$ cat config.mk
export PLATFORM = sky130hd
export DESIGN_NAME = gcm_msg_sequencer
export DESIGN_NICKNAME = d
export VERILOG_FILES = /design/src/rtl/gcm_msg_sequencer.sv
export SDC_FILE = /design/constraint.sdc
export NUM_CORES = 1
export LEC_CHECK = 0
export CORE_AREA = 2 2 213 215
export DETAILED_ROUTE_END_ITERATION = 16
export DIE_AREA = 0 0 215 217
export GPL_TIMING_DRIVEN = 1
export SLEW_MARGIN = 20
export SYNTH_ARGS = -nofsm -noshare
export SYNTH_HDL_FRONTEND = slang
export SYNTH_SLANG_ARGS = --single-unit
$ cat constraint.sdc
create_clock -name clk -period 2.1 [get_ports clk]
set_input_delay 0.315 -clock clk [delete_from_list [all_inputs] [get_ports clk]]
set_output_delay 0.315 -clock clk [all_outputs]
set_load 0.01 [all_outputs]
$ cat src/rtl/gcm_msg_sequencer.sv
// Sequences one shared AES key-expansion core and the GCM engine
// over a stream of op/key/body command words.
module gcm_msg_sequencer #(
  parameter int BLK_BITS = 128,
  parameter int KEY_BITS = 256,
  parameter int CNT_BITS = 16
) (
  input  logic                clk,
  input  logic                reset,
  input  logic [BLK_BITS-1:0] s_cmd_data,
  input  logic                s_cmd_valid,
  output logic                s_cmd_ready,
  output logic [KEY_BITS-1:0] aes_alg_key,
  output logic                aes_alg_en_key,
  output logic                aes128_mode,
  output logic                aes256_mode,
  input  logic                aes_alg_done,
  output logic                encrypt_flag,
  output logic                decrypt_flag,
  output logic                key_expanded,
  output logic [BLK_BITS-1:0] gcm_in_blk,
  output logic                gcm_valid,
  input  logic                gcm_ready,
  input  logic                gcm_done,
  output logic                busy,
  output logic                err_op,
  output logic [CNT_BITS-1:0] msg_count
);

  typedef enum logic [2:0] {
    S_GET_OP,
    S_KEY0,
    S_KEY1,
    S_EXPAND,
    S_STREAM
  } state_e;

  state_e              state_q;
  logic [KEY_BITS-1:0] key_q;
  logic                en_key_q;
  logic                a128_q;
  logic                a256_q;
  logic                enc_q;
  logic                dec_q;
  logic                kexp_q;
  logic                key_valid_q;
  logic                err_q;
  logic [CNT_BITS-1:0] cnt_q;

  logic hs;
  logic reuse;
  logic k256;
  logic op_bad;

  assign reuse  = s_cmd_data[2];
  assign k256   = s_cmd_data[1];
  // a256_q doubles as the mode of the key held in aes_top
  assign op_bad = (s_cmd_data[7:3] != 5'd0) ||
                  (reuse && (!key_valid_q || (k256 != a256_q)));

  always_comb begin
    s_cmd_ready = 1'b0;
    unique case (state_q)
      S_GET_OP, S_KEY0, S_KEY1: s_cmd_ready = 1'b1;
      S_STREAM: s_cmd_ready = gcm_ready && !gcm_done;
      default:  s_cmd_ready = 1'b0;
    endcase
  end

  assign hs         = s_cmd_valid && s_cmd_ready;
  assign gcm_in_blk = s_cmd_data;
  assign gcm_valid  = (state_q == S_STREAM) && s_cmd_valid && !gcm_done;
  assign busy       = (state_q != S_GET_OP);

  always_ff @(posedge clk) begin
    if (reset) begin
      state_q     <= S_GET_OP;
      key_q       <= '0;
      en_key_q    <= 1'b0;
      a128_q      <= 1'b0;
      a256_q      <= 1'b0;
      enc_q       <= 1'b0;
      dec_q       <= 1'b0;
      kexp_q      <= 1'b0;
      key_valid_q <= 1'b0;
      err_q       <= 1'b0;
      cnt_q       <= '0;
    end else begin
      en_key_q <= 1'b0;
      err_q    <= 1'b0;
      unique case (state_q)
        S_GET_OP: begin
          if (hs) begin
            if (op_bad) begin
              err_q <= 1'b1;
            end else begin
              enc_q  <= s_cmd_data[0];
              dec_q  <= ~s_cmd_data[0];
              a128_q <= ~k256;
              a256_q <= k256;
              if (reuse) begin
                kexp_q  <= 1'b1;
                state_q <= S_STREAM;
              end else begin
                key_valid_q <= 1'b0;
                state_q     <= S_KEY0;
              end
            end
          end
        end
        S_KEY0: begin
          if (hs) begin
            key_q[KEY_BITS-1 -: BLK_BITS] <= s_cmd_data;
            if (a256_q) begin
              state_q <= S_KEY1;
            end else begin
              key_q[BLK_BITS-1:0] <= '0;
              en_key_q            <= 1'b1;
              state_q             <= S_EXPAND;
            end
          end
        end
        S_KEY1: begin
          if (hs) begin
            key_q[BLK_BITS-1:0] <= s_cmd_data;
            en_key_q            <= 1'b1;
            state_q             <= S_EXPAND;
          end
        end
        S_EXPAND: begin
          // a done coincident with the start pulse is stale
          if (aes_alg_done && !en_key_q) begin
            kexp_q      <= 1'b1;
            key_valid_q <= 1'b1;
            state_q     <= S_STREAM;
          end
        end
        S_STREAM: begin
          if (gcm_done) begin
            kexp_q  <= 1'b0;
            cnt_q   <= cnt_q + CNT_BITS'(1);
            state_q <= S_GET_OP;
          end
        end
        default: state_q <= S_GET_OP;
      endcase
    end
  end

  assign aes_alg_key    = key_q;
  assign aes_alg_en_key = en_key_q;
  assign aes128_mode    = a128_q;
  assign aes256_mode    = a256_q;
  assign encrypt_flag   = enc_q;
  assign decrypt_flag   = dec_q;
  assign key_expanded   = kexp_q;
  assign err_op         = err_q;
  assign msg_count      = cnt_q;

endmodule

==> run summary <==
most common flop cell mapped by yosys: sky130_fd_sc_hd__dfxtp_1
Least-Margin Pin Slew: 491 ps
VDD IR max: 0.545 mV
data required time at the worst endpoint: 1780 ps
cell total after placement: 2381
power density over cell area: 686 nW/µm²
leakage power: 5.90 nW
data arrival time at the worst-slack endpoint: 1680 ps
maximum clock skew at final layout: 18.6 ps
weighted congestion reported at the end of routability-driven placement: 0.844
number of H-tree levels: 2
Net count, final: 1952
startpoint types: flip-flop
number of DRC violations after detailed routing: 0
reported max-cap violation count: 0
Reg2Reg Capture Point: aes_alg_key[6]
net load switching power: 2.76 mW
Tmin final: 2000 ps
Num CTS Buffers: 34
sequential share of power: 0.441
crit path max fanout: 11
via count of the first global-routing pass: 10985
PnR worst setup slack: 100 ps
post-place setup slack: -235 ps
Die Y: 217 µm
cell types occupying the most area after synthesis: sky130_fd_sc_hd__dfxtp_1 (51%), sky130_fd_sc_hd__nand2_1 (13%), sky130_fd_sc_hd__a21oi_1 (12%), sky130_fd_sc_hd__buf_4 (8.6%), sky130_fd_sc_hd__nand3_1 (6.0%)
Finish-stage setup viols: 0
Slew Limit Headroom: 0.669
Placed Area: 16700 µm²
antenna-violating nets left: 0
Post-Syn Area per Cell: 7.89 µm²
fraction of post-synthesis cell area in the top cell type by area: 0.506
number of enable-type register cells in the synthesized netlist: 0
highest achievable clock rate: 500 MHz
via count of the routed design: 11100
register area share after synthesis: 0.506
depth of the most critical reg-to-reg path: 5
Post-Route WL: 41600 µm
floorplan core area: 44700 µm²
total half-perimeter wirelength after legalization and detailed placement: 29300 µm
proportion of power drawn by the clock network: 0.485
worst r2r src: state_q[0]
number of synthesis warnings: 0
flip-flop and latch count after synthesis: 283
syn nets: 1553
launch instance of the worst min-delay path: reset
share of flip-flops with an asynchronous set or reset: 0
number of antenna repair diodes: 0
result of the run: finished clean
list of most frequent post-synthesis cells: sky130_fd_sc_hd__nand2_1 (395), sky130_fd_sc_hd__dfxtp_1 (283), sky130_fd_sc_hd__a21oi_1 (273)
critical path type: reg2out
Power Total: 12.2 mW
layout overhead on the synthesized area: 59.0%
cell area after technology mapping: 11200 µm²
Gate Count Post-Synth: 1418
Slew Limit Fails: 0
DRT iter0 DRCs: 636
setup repair after global routing missed its margin: false
drt pass-1 iters: 4
global route overflow: 0
number of buffers added on ports: 543
cell with the most instances after synthesis: sky130_fd_sc_hd__nand2_1
number of sinks on the clock net: 283
Period Utilization, post-route: 0.952
Die Footprint: 46700 µm²
Hold Vio Cnt, Final: 0
buffers from clock root to sink, at most: 3
initial antenna violation count: 0
min-delay worst type: in2reg
Die Wd: 215 µm
setup repair bufs after CTS: 0
wire length of the first global-routing pass: 63400 µm
Avg Vias per Cell: 4.55
post-synth top area cell: sky130_fd_sc_hd__dfxtp_1
Sw Share: 0.226
non-filler instance count after layout: 2441
buffer cell driving the clock tree root: sky130_fd_sc_hd__clkbuf_16
clock insertion delay at the later pin of the skew report: 530 ps
starting utilization of the core area: 0.250
largest net degree at the start of global routing: 78
proportion of layout cells with a drive suffix above 1: 0.0663
# rows: 78
I/O pin total: 544
Worst-path clk slew: 60 ps
number of cells traversed by the worst hold path: 2
post-layout instance area: 17800 µm²
Reg2Reg Setup Slack: 220 ps
CTS tree: yes
average wire per standard cell: 17.0 µm
number of distinct library cells after synthesis: 40
end of the worst hold path: msg_count[6]
Gate power share: 0.075
Filler Cell Count: 4563
kind of end point of the critical path: output pin
Total GRT Usage: 0.170
internal power consumption: 9.45 mW
[worst max path at each step]
stage	end	slack, ps	from
global route	s_cmd_ready	10	state_q[1]
CTS	s_cmd_ready	50	state_q[1]
floorplan	aes128_mode	340	s_cmd_data[3]
finish	s_cmd_ready	100	state_q[0]
detailed placement	aes128_mode	-240	s_cmd_data[3]
global placement	aes128_mode	-260	s_cmd_data[3]
[logic make-up after synthesis]
kind of cell               count (synthesis)  synth area share
AOI/OAI and AO/OA                        294             0.135
xor gates and xnor gates                   7           0.00548
adders and majority gates                  1           0.00112
buffers and inverters                    239             0.125
DFF                                      283             0.506
muxes                                      1           0.00101
and+or+nand+nor                          593             0.226
[power groups by stage]
stage	Combinational, mW	Clock (mW)	Sequential (mW)
2_1_floorplan	0.371	0	5.50
3_3_place_gp	0.916	0	5.50
3_5_place_dp	0.914	0	5.50
4_1_cts	0.921	6.09	5.38
5_1_grt	0.959	6.29	5.38
6_report	0.912	5.92	5.38
[layer usage]
metal,vias to the layer above,share of wire,global-route usage
met1,5277,0.41,0.203
li1,5385,-,-
met2,386,0.49,0.294
met5,-,0,0
met3,52,0.076,0.0532
met4,0,0.021,0.0467
[worst max-delay path: stages (launching register included)]
cell and delay, ps:
sky130_fd_sc_hd__dfxtp_2 460, sky130_fd_sc_hd__buf_4 190, sky130_fd_sc_hd__a21oi_2 70, sky130_fd_sc_hd__a21o_1 160
sky130_fd_sc_hd__dlygate4sd2_1 280
[placed cells by master, fill, tap and decap left out, types with 2 or more instances in the layout]
cell type	netlist	routed
sky130_fd_sc_hd__o31ai_1	7	7
sky130_fd_sc_hd__clkbuf_16	0	37
sky130_fd_sc_hd__a21oi_1	273	272
sky130_fd_sc_hd__nor2_1	14	14
sky130_fd_sc_hd__dfxtp_1	283	280
sky130_fd_sc_hd__buf_12	0	17
sky130_fd_sc_hd__xnor2_1	2	2
sky130_fd_sc_hd__buf_4	128	38
sky130_fd_sc_hd__xor2_1	5	5
sky130_fd_sc_hd__dlygate4sd2_1	0	3
sky130_fd_sc_hd__nor2b_1	3	3
sky130_fd_sc_hd__nand2_1	395	395
sky130_fd_sc_hd__clkbuf_8	0	8
sky130_fd_sc_hd__and3_1	3	3
sky130_fd_sc_hd__or4_1	4	4
sky130_fd_sc_hd__nor3_1	9	6
sky130_fd_sc_hd__nand4_1	10	10
sky130_fd_sc_hd__nand3_1	135	135
sky130_fd_sc_hd__clkdlybuf4s50_1	0	539
sky130_fd_sc_hd__nor3_2	0	2
sky130_fd_sc_hd__clkbuf_1	88	8
sky130_fd_sc_hd__or3_1	10	9
sky130_fd_sc_hd__dfxtp_2	0	3
sky130_fd_sc_hd__o21ai_0	7	7
sky130_fd_sc_hd__inv_1	4	4
sky130_fd_sc_hd__clkinv_2	0	6
[per-stage QoR]
step                      utilization  TNS [ps]  hold WS [ps]
after floorplan                     -         0           451
after global placement          0.373     -1030           437
after detailed placement        0.373     -1250           442
after CTS                       0.398         0           212
after global routing            0.398         0           224
final                           0.398         0           229
[layout make-up]
type                    count  area (µm²)  share of cell area
multi-input cells         896        4180               0.235
clock buffers              52        1050              0.0591
well taps                 600         751              0.0422
repair buffers            598        6060               0.341
flip-flops and latches    283        5670               0.319
inverters                   4        15.0            0.000844
clock inverters             8        67.6             0.00380
[sequential cells by signal, indices dropped and copies added (netlist names)]
name,cells
aes_alg_en_key,1
decrypt_flag,1
aes128_mode,1
msg_count,16
aes_alg_key,256
err_op,1
state_q,3
key_valid_q,1
aes256_mode,1
encrypt_flag,1
key_expanded,1
[timing repair]
action / 4_1_cts / 5_1_grt
hold buffers: 0 / 0
setup endpoints to repair: 3 / 0
gates resized for setup: 9 / 0
Note: power is estimated with default switching activity, not from simulation.
